`config.mk`:
```
export PLATFORM = sky130hd
export DESIGN_NAME = spi_reg_master
export DESIGN_NICKNAME = d
export VERILOG_FILES = /design/src/rtl/spi_reg_master.sv
export SDC_FILE = /design/constraint.sdc
export NUM_CORES = 1
export LEC_CHECK = 0
export BUFFER_PORTS_ARGS = -buffer_cell sky130_fd_sc_hd__buf_2
export CORE_UTILIZATION = 45
export DETAILED_ROUTE_END_ITERATION = 10
export PLACE_DENSITY = 0.75
export SLEW_MARGIN = 10
export SYNTH_ARGS = -nofsm -noshare
export SYNTH_HDL_FRONTEND = slang
export SYNTH_SLANG_ARGS = --single-unit
```
`constraint.sdc`:
```
create_clock -name clk -period 5.9 [get_ports clk]
set_clock_uncertainty 0.15 [all_clocks]
set_input_delay 0.885 -clock clk [delete_from_list [all_inputs] [get_ports clk]]
set_output_delay 0.885 -clock clk [all_outputs]
set_load 0.02 [all_outputs]
```
`src/rtl/spi_reg_master.sv`:
```
// -----------------------------------------------------------------------------
// spi_reg_master
//
// SPI initiator for the chip's SPI register-bank slave. A one-shot request
// (start + rw/addr/wdata) becomes one 16-bit SPI frame:
//     {rw, zeros, addr, data}   MSB first
// where data is wdata for a write and all zeros for a read. The last eight
// bits sampled from spi_miso become rdata, and only a read updates rdata.
//
// Transaction timeline, with every phase a multiple of CLK_DIV clk cycles:
//     SETUP (1 x CLK_DIV)    : cs_n low, MOSI = frame bit 15
//     SHIFT (32 x CLK_DIV)   : 32 half-periods, spi_clk toggles at the end of each
//     HOLD  (1 x CLK_DIV)    : cs_n low, spi_clk at CPOL
//     GAP   (1 x CLK_DIV)    : cs_n high; busy drops and done pulses at the end
// If start is sampled at cycle N, done appears at cycle N + 35*CLK_DIV + 1.
//
// Parameters:
//     CLK_DIV    clk cycles per SPI half-period (>=2; >=6 for the on-chip slave)
//     ADDR_WIDTH register address width (<=6 so the frame keeps its zero pad)
//     REG_WIDTH  register data width
//
// Ports:
//     clk, rst           system clock and synchronous active-high reset
//     ena                global enable; when low, every register holds
//     mode               {cpol, cpha}; tracked only while idle
//     start              request strobe; accepted while idle and enabled
//     rw, addr, wdata    request fields, captured together with start
//     busy, done         transaction in progress / one-cycle completion pulse
//     rdata              last byte read
//     spi_cs_n, spi_clk, spi_mosi, spi_miso   SPI pins
// -----------------------------------------------------------------------------
module spi_reg_master #(
    parameter int CLK_DIV    = 8,
    parameter int ADDR_WIDTH = 3,
    parameter int REG_WIDTH  = 8
) (
    input  logic                  clk,
    input  logic                  rst,
    input  logic                  ena,
    input  logic [1:0]            mode,
    input  logic                  start,
    input  logic                  rw,
    input  logic [ADDR_WIDTH-1:0] addr,
    input  logic [REG_WIDTH-1:0]  wdata,
    output logic                  busy,
    output logic                  done,
    output logic [REG_WIDTH-1:0]  rdata,
    output logic                  spi_cs_n,
    output logic                  spi_clk,
    output logic                  spi_mosi,
    input  logic                  spi_miso
);

    localparam int FRAME_W   = 8 + REG_WIDTH;
    localparam int NUM_EDGES = 2 * FRAME_W;
    localparam int EDGE_W    = $clog2(NUM_EDGES + 1);
    localparam int CNT_W     = $clog2(CLK_DIV);

    localparam logic [2:0] ST_IDLE  = 3'd0;
    localparam logic [2:0] ST_SETUP = 3'd1;
    localparam logic [2:0] ST_SHIFT = 3'd2;
    localparam logic [2:0] ST_HOLD  = 3'd3;
    localparam logic [2:0] ST_GAP   = 3'd4;

    logic [2:0]           state_r;
    logic [CNT_W-1:0]     div_cnt_r;
    logic [EDGE_W-1:0]    edge_cnt_r;
    logic [FRAME_W-1:0]   tx_sr_r;
    logic [REG_WIDTH-1:0] rx_sr_r;
    logic                 rw_r;
    logic [1:0]           mode_q_r;

    logic                 div_end_s;
    logic [EDGE_W-1:0]    edge_num_s;
    logic                 edge_odd_s;
    logic                 last_edge_s;
    logic [FRAME_W-1:0]   frame_s;

    // Assemble the outgoing frame; the data field is zeroed for reads.
    function automatic logic [FRAME_W-1:0] build_frame(
        input logic                  w,
        input logic [ADDR_WIDTH-1:0] a,
        input logic [REG_WIDTH-1:0]  d
    );
        logic [FRAME_W-1:0] f;
        f = {FRAME_W{1'b0}};
        f[FRAME_W-1] = w;
        f[REG_WIDTH +: ADDR_WIDTH] = a;
        if (w) begin
            f[REG_WIDTH-1:0] = d;
        end else begin
            f[REG_WIDTH-1:0] = {REG_WIDTH{1'b0}};
        end
        return f;
    endfunction

    // Divider terminal count, SPI edge numbering (1-based) and the request frame.
    always_comb begin
        div_end_s   = (div_cnt_r == CNT_W'(CLK_DIV - 1));
        edge_num_s  = edge_cnt_r + EDGE_W'(1);
        edge_odd_s  = edge_num_s[0];
        last_edge_s = (edge_num_s == EDGE_W'(NUM_EDGES));
        frame_s     = build_frame(rw, addr, wdata);
    end

    // Transaction sequencer: divider, FSM, shift registers and all outputs.
    always_ff @(posedge clk) begin
        if (rst) begin
            state_r    <= ST_IDLE;
            div_cnt_r  <= {CNT_W{1'b0}};
            edge_cnt_r <= {EDGE_W{1'b0}};
            tx_sr_r    <= {FRAME_W{1'b0}};
            rx_sr_r    <= {REG_WIDTH{1'b0}};
            rw_r       <= 1'b0;
            mode_q_r   <= 2'b00;
            busy       <= 1'b0;
            done       <= 1'b0;
            rdata      <= {REG_WIDTH{1'b0}};
            spi_cs_n   <= 1'b1;
            spi_clk    <= 1'b0;
            spi_mosi   <= 1'b0;
        end else begin
            // done is a single enabled-cycle pulse; it never stretches across a freeze.
            done <= 1'b0;
            if (ena) begin
                case (state_r)
                    ST_IDLE: begin
                        // Mode tracks the input only while idle, so mid-frame changes are ignored.
                        mode_q_r <= mode;
                        spi_clk  <= mode_q_r[1];
                        if (start) begin
                            state_r    <= ST_SETUP;
                            busy       <= 1'b1;
                            spi_cs_n   <= 1'b0;
                            tx_sr_r    <= frame_s;
                            spi_mosi   <= frame_s[FRAME_W-1];
                            rw_r       <= rw;
                            rx_sr_r    <= {REG_WIDTH{1'b0}};
                            div_cnt_r  <= {CNT_W{1'b0}};
                            edge_cnt_r <= {EDGE_W{1'b0}};
                        end
                    end

                    ST_SETUP: begin
                        // Re-assert CPOL in case mode changed on the very cycle start was taken.
                        spi_clk <= mode_q_r[1];
                        if (div_end_s) begin
                            div_cnt_r <= {CNT_W{1'b0}};
                            state_r   <= ST_SHIFT;
                        end else begin
                            div_cnt_r <= div_cnt_r + CNT_W'(1);
                        end
                    end

                    ST_SHIFT: begin
                        if (div_end_s) begin
                            div_cnt_r <= {CNT_W{1'b0}};
                            spi_clk   <= ~spi_clk;
                            if (mode_q_r[0] == 1'b0) begin
                                // CPHA=0: bit 15 is already on MOSI; sample on odd
                                // edges, advance MOSI on even edges except the last.
                                if (edge_odd_s) begin
                                    rx_sr_r <= {rx_sr_r[REG_WIDTH-2:0], spi_miso};
                                end else if (!last_edge_s) begin
                                    spi_mosi <= tx_sr_r[FRAME_W-2];
                                    tx_sr_r  <= {tx_sr_r[FRAME_W-2:0], 1'b0};
                                end
                            end else begin
                                // CPHA=1: drive the next bit on odd edges (edge 1 re-drives
                                // bit 15); sample on even edges.
                                if (edge_odd_s) begin
                                    spi_mosi <= tx_sr_r[FRAME_W-1];
                                    tx_sr_r  <= {tx_sr_r[FRAME_W-2:0], 1'b0};
                                end else begin
                                    rx_sr_r <= {rx_sr_r[REG_WIDTH-2:0], spi_miso};
                                end
                            end
                            if (last_edge_s) begin
                                edge_cnt_r <= {EDGE_W{1'b0}};
                                state_r    <= ST_HOLD;
                            end else begin
                                edge_cnt_r <= edge_num_s;
                            end
                        end else begin
                            div_cnt_r <= div_cnt_r + CNT_W'(1);
                        end
                    end

                    ST_HOLD: begin
                        if (div_end_s) begin
                            div_cnt_r <= {CNT_W{1'b0}};
                            spi_cs_n  <= 1'b1;
                            spi_mosi  <= 1'b0;
                            state_r   <= ST_GAP;
                        end else begin
                            div_cnt_r <= div_cnt_r + CNT_W'(1);
                        end
                    end

                    ST_GAP: begin
                        if (div_end_s) begin
                            div_cnt_r <= {CNT_W{1'b0}};
                            state_r   <= ST_IDLE;
                            busy      <= 1'b0;
                            done      <= 1'b1;
                            // Writes shift in don't-care data; keep the last read byte.
                            if (!rw_r) begin
                                rdata <= rx_sr_r;
                            end
                        end else begin
                            div_cnt_r <= div_cnt_r + CNT_W'(1);
                        end
                    end

                    default: begin
                        state_r   <= ST_IDLE;
                        busy      <= 1'b0;
                        spi_cs_n  <= 1'b1;
                        spi_mosi  <= 1'b0;
                        div_cnt_r <= {CNT_W{1'b0}};
                    end
                endcase
            end
        end
    end

endmodule

```
==> out/summary.txt <==
=================================================================================
Run status                                                           finished, final reports clean
Flops & latches, synth                                                         52
Cell-by-cell listing of the critical path                            or3b_1 > a211oi_4 > a211o_1 > mux2_4
Async set-or-reset flop fraction in the synthesized netlist                    0%
H-tree level count                                                              2
Sum of net half-perimeters after detailed placement                       3.40 mm
Maximum frequency from static timing analysis                             327 MHz
Final cycle utilization of the critical path                                51.8%
Yosys top cell area share                                                   39.2%
Netlist area before placement                                           2650 um^2
Top area cells in the synthesized netlist                            dfxtp_1 39%, mux2i_1 7.5%, a21oi_1 6.0%
Clock root buffer                                                        clkbuf_8
Die outline width                                                         78.8 um
Synth Net Count                                                               327
Overall Global Routing Usage                                                17.4%
Post-route setup TNS                                                         0 ns
GPL Wtd Cong                                                                0.864
Hold/Removal Path Class                                                   reg2reg
Sequential area share after synthesis                                       39.2%
Initial Utilization                                                         47.3%
Pwr per Cell Area                                                     230 nW/um^2
Peak-usage layer in the global routing report                                met2
Site row count                                                                 27
Post-CTS sizing                                                                 0
Routed wire length                                                        5.21 mm
WHS                                                                      0.308 ns
M1 GR Usage                                                                 22.4%
Area leader, netlist                                                      dfxtp_1
Antenna diode instance count                                                    0
Hold_buf cts                                                                    0
Iter 0 DRT Violations                                                         139
Longest individual stage delay on the worst path                          0.76 ns
Gate count of the mapped netlist                                              305
Startpoint type of the worst setup path                                  register
Setup repair after global routing missed its margin                         false
Post-synth cell types                                                          50
Total via count in the routed design                                         2184
Least-Margin Pin Slew                                                     1.04 ns
Largest delay contributor family on the critical path                compound AO/OA/AOI/OAI gates
Top-Level Pins                                                                 32
First-pass GRT wire length                                                8.65 mm
Post-synthesis area per instance                                        8.70 um^2
Die extent in y                                                           78.8 um
Wire length per cell after detailed routing                               13.3 um
Growth of design area from synthesis to finish                              9.85%
Total Die Area                                                          6210 um^2
CORE AREA                                                               5610 um^2
Number of optimization iterations in the first detailed-route pass              4
Highest fanout seen on the critical path                                       24
M3 GR Usage                                                                 3.10%
Initial antenna violation count                                                 0
GRT Residual Overflow                                                           0
Final Hold Viols                                                                0
Number of max-cap violations                                                    0
Combined buffer and inverter count along the critical path                      0
Critical path's slowest cell                                              dfxtp_1
Headroom to the max-slew limit                                              30.6%
Count of port buffers added during placement                                   31
Area occupied by multi-input gates                                      1500 um^2
Post-synth EDFFs                                                                0
Crit. End Element                                                        register
Leakage power of the design                                               1.17 nW
Largest net degree at the start of global routing                              66
Number of max-slew violations in the final report                               0
Most used flip-flop cell after synthesis                                  dfxtp_1
Data arrival time of the worst path                                       3.11 ns
Setup-violating endpoint count in the final report                              0
Max Root-Sink Buffers                                                           2
Clock latency on the worst-skew pair                                      0.31 ns
FILL cells                                                                    535
Clock transition at the registers of the reported paths                   0.10 ns
Drt via density                                                              5.56
DRC violation count after routing                                               0
Clock tree from TritonCTS                                                     yes
Number of buffers created by CTS                                                5
Via count of the first global-routing pass                                   1921
Residual antenna-violating net count after detailed routing                     0
Flip-flop and latch area                                                1040 um^2
Warnings, synthesis                                                             0
Critical Setup Path Class                                                 reg2reg
Worst EP required                                                         5.95 ns
Fraction of final layout cells sized beyond drive strength 1                19.3%
Sink count of the clock tree                                                   52
Final-stage net count                                                         342
Post-synth top cells                                                 52 x dfxtp_1, 35 x nand2_1, 32 x a21oi_1
Number of post-CTS setup repair buffers                                         0
Met2 usage                                                                  29.2%
Highest ir drop seen on vdd                                                122 uV
Most frequent cell after synthesis                                        dfxtp_1
Minimum clock period after layout                                         3.06 ns
=================================================================================
[logic make-up after synthesis]
| family | share of synthesized area, % |
|---|---|
| XOR/XNOR | 0.660 |
| buffers and inverters | 4.62 |
| adder cells (fa/ha/maj) | 1.41 |
| AO/OA/AOI/OAI | 15.9 |
| AND/OR/NAND/NOR | 24.6 |
| flip-flops | 39.2 |
| multiplexers | 13.6 |
[final timing paths]
check                                   to  depth (start not counted)       start  slack [ns]
worst max-delay path            tx_sr_r[4]                          4  state_r[1]        2.84
worst min-delay path            rx_sr_r[7]                          2  rx_sr_r[7]        0.31
worst max register to register  tx_sr_r[4]                          4  state_r[1]        2.84
worst min register to register  rx_sr_r[7]                          2  rx_sr_r[7]        0.31
[per-stage QoR]
stage	power [mW]	cells	cell area (um^2)	setup WS, ns	utilization, %
final	0.671	393	2920	2.84	52.0
after global routing	0.694	393	2920	2.68	52.0
after CTS	0.676	393	2920	2.85	52.0
after detailed placement	0.428	385	2800	2.86	49.9
after global placement	0.427	385	2800	2.96	49.9
after floorplan	0.412	305	2650	3.70	-
[worst reg2reg max path: stages, from the launching register on]
cell      delay (ns)
dfxtp_1         0.76
or3b_1          0.77
a211oi_4        0.39
a211o_1         0.54
mux2_4          0.35
[report_power, final]
part	switching (mW)	total (mW)	internal, mW
registers	0.00602	0.364	0.358
clock network	0.123	0.251	0.128
logic	0.0314	0.0561	0.0247
[registers in the layout (all words and copies together) (netlist names)]
name and count:
spi_cs_n 1, state_r 3, div_cnt_r 3, spi_clk 1, rw_r 1, spi_mosi 1, done 1, rdata 8
rx_sr_r 8, edge_cnt_r 6, tx_sr_r 16, busy 1, mode_q_r 2
[cell type report]
cell class / count / area share, %
inverter: 3 / 0.386
clock buffer: 5 / 2.36
sequential: 52 / 35.7
clock inverter: 3 / 1.59
tap: 72 / 3.09
timing repair buffer: 32 / 5.58
multi-input combinational: 226 / 51.3
[placed cells by master, fill, tap and decap left out, drive strengths merged, types with 6 or more instances in the layout]
cell type   n
a21oi      32
nor2       21
o21ai       6
dfxtp      52
mux2i      20
nand2      35
nand3      23
buf        32
nand2b     10
mux2       11
nor2b      10
[per-layer routing]
layer / part of all wire, % / routed length, um / vias to the layer above
li1: - / - / 1101
met1: 47 / 2460 / 1037
met2: 48 / 2480 / 41
met3: 3.6 / 189 / 5
met4: 1.5 / 76 / 0
met5: 0 / 0 / -
Note: power is estimated with default switching activity, not from simulation.
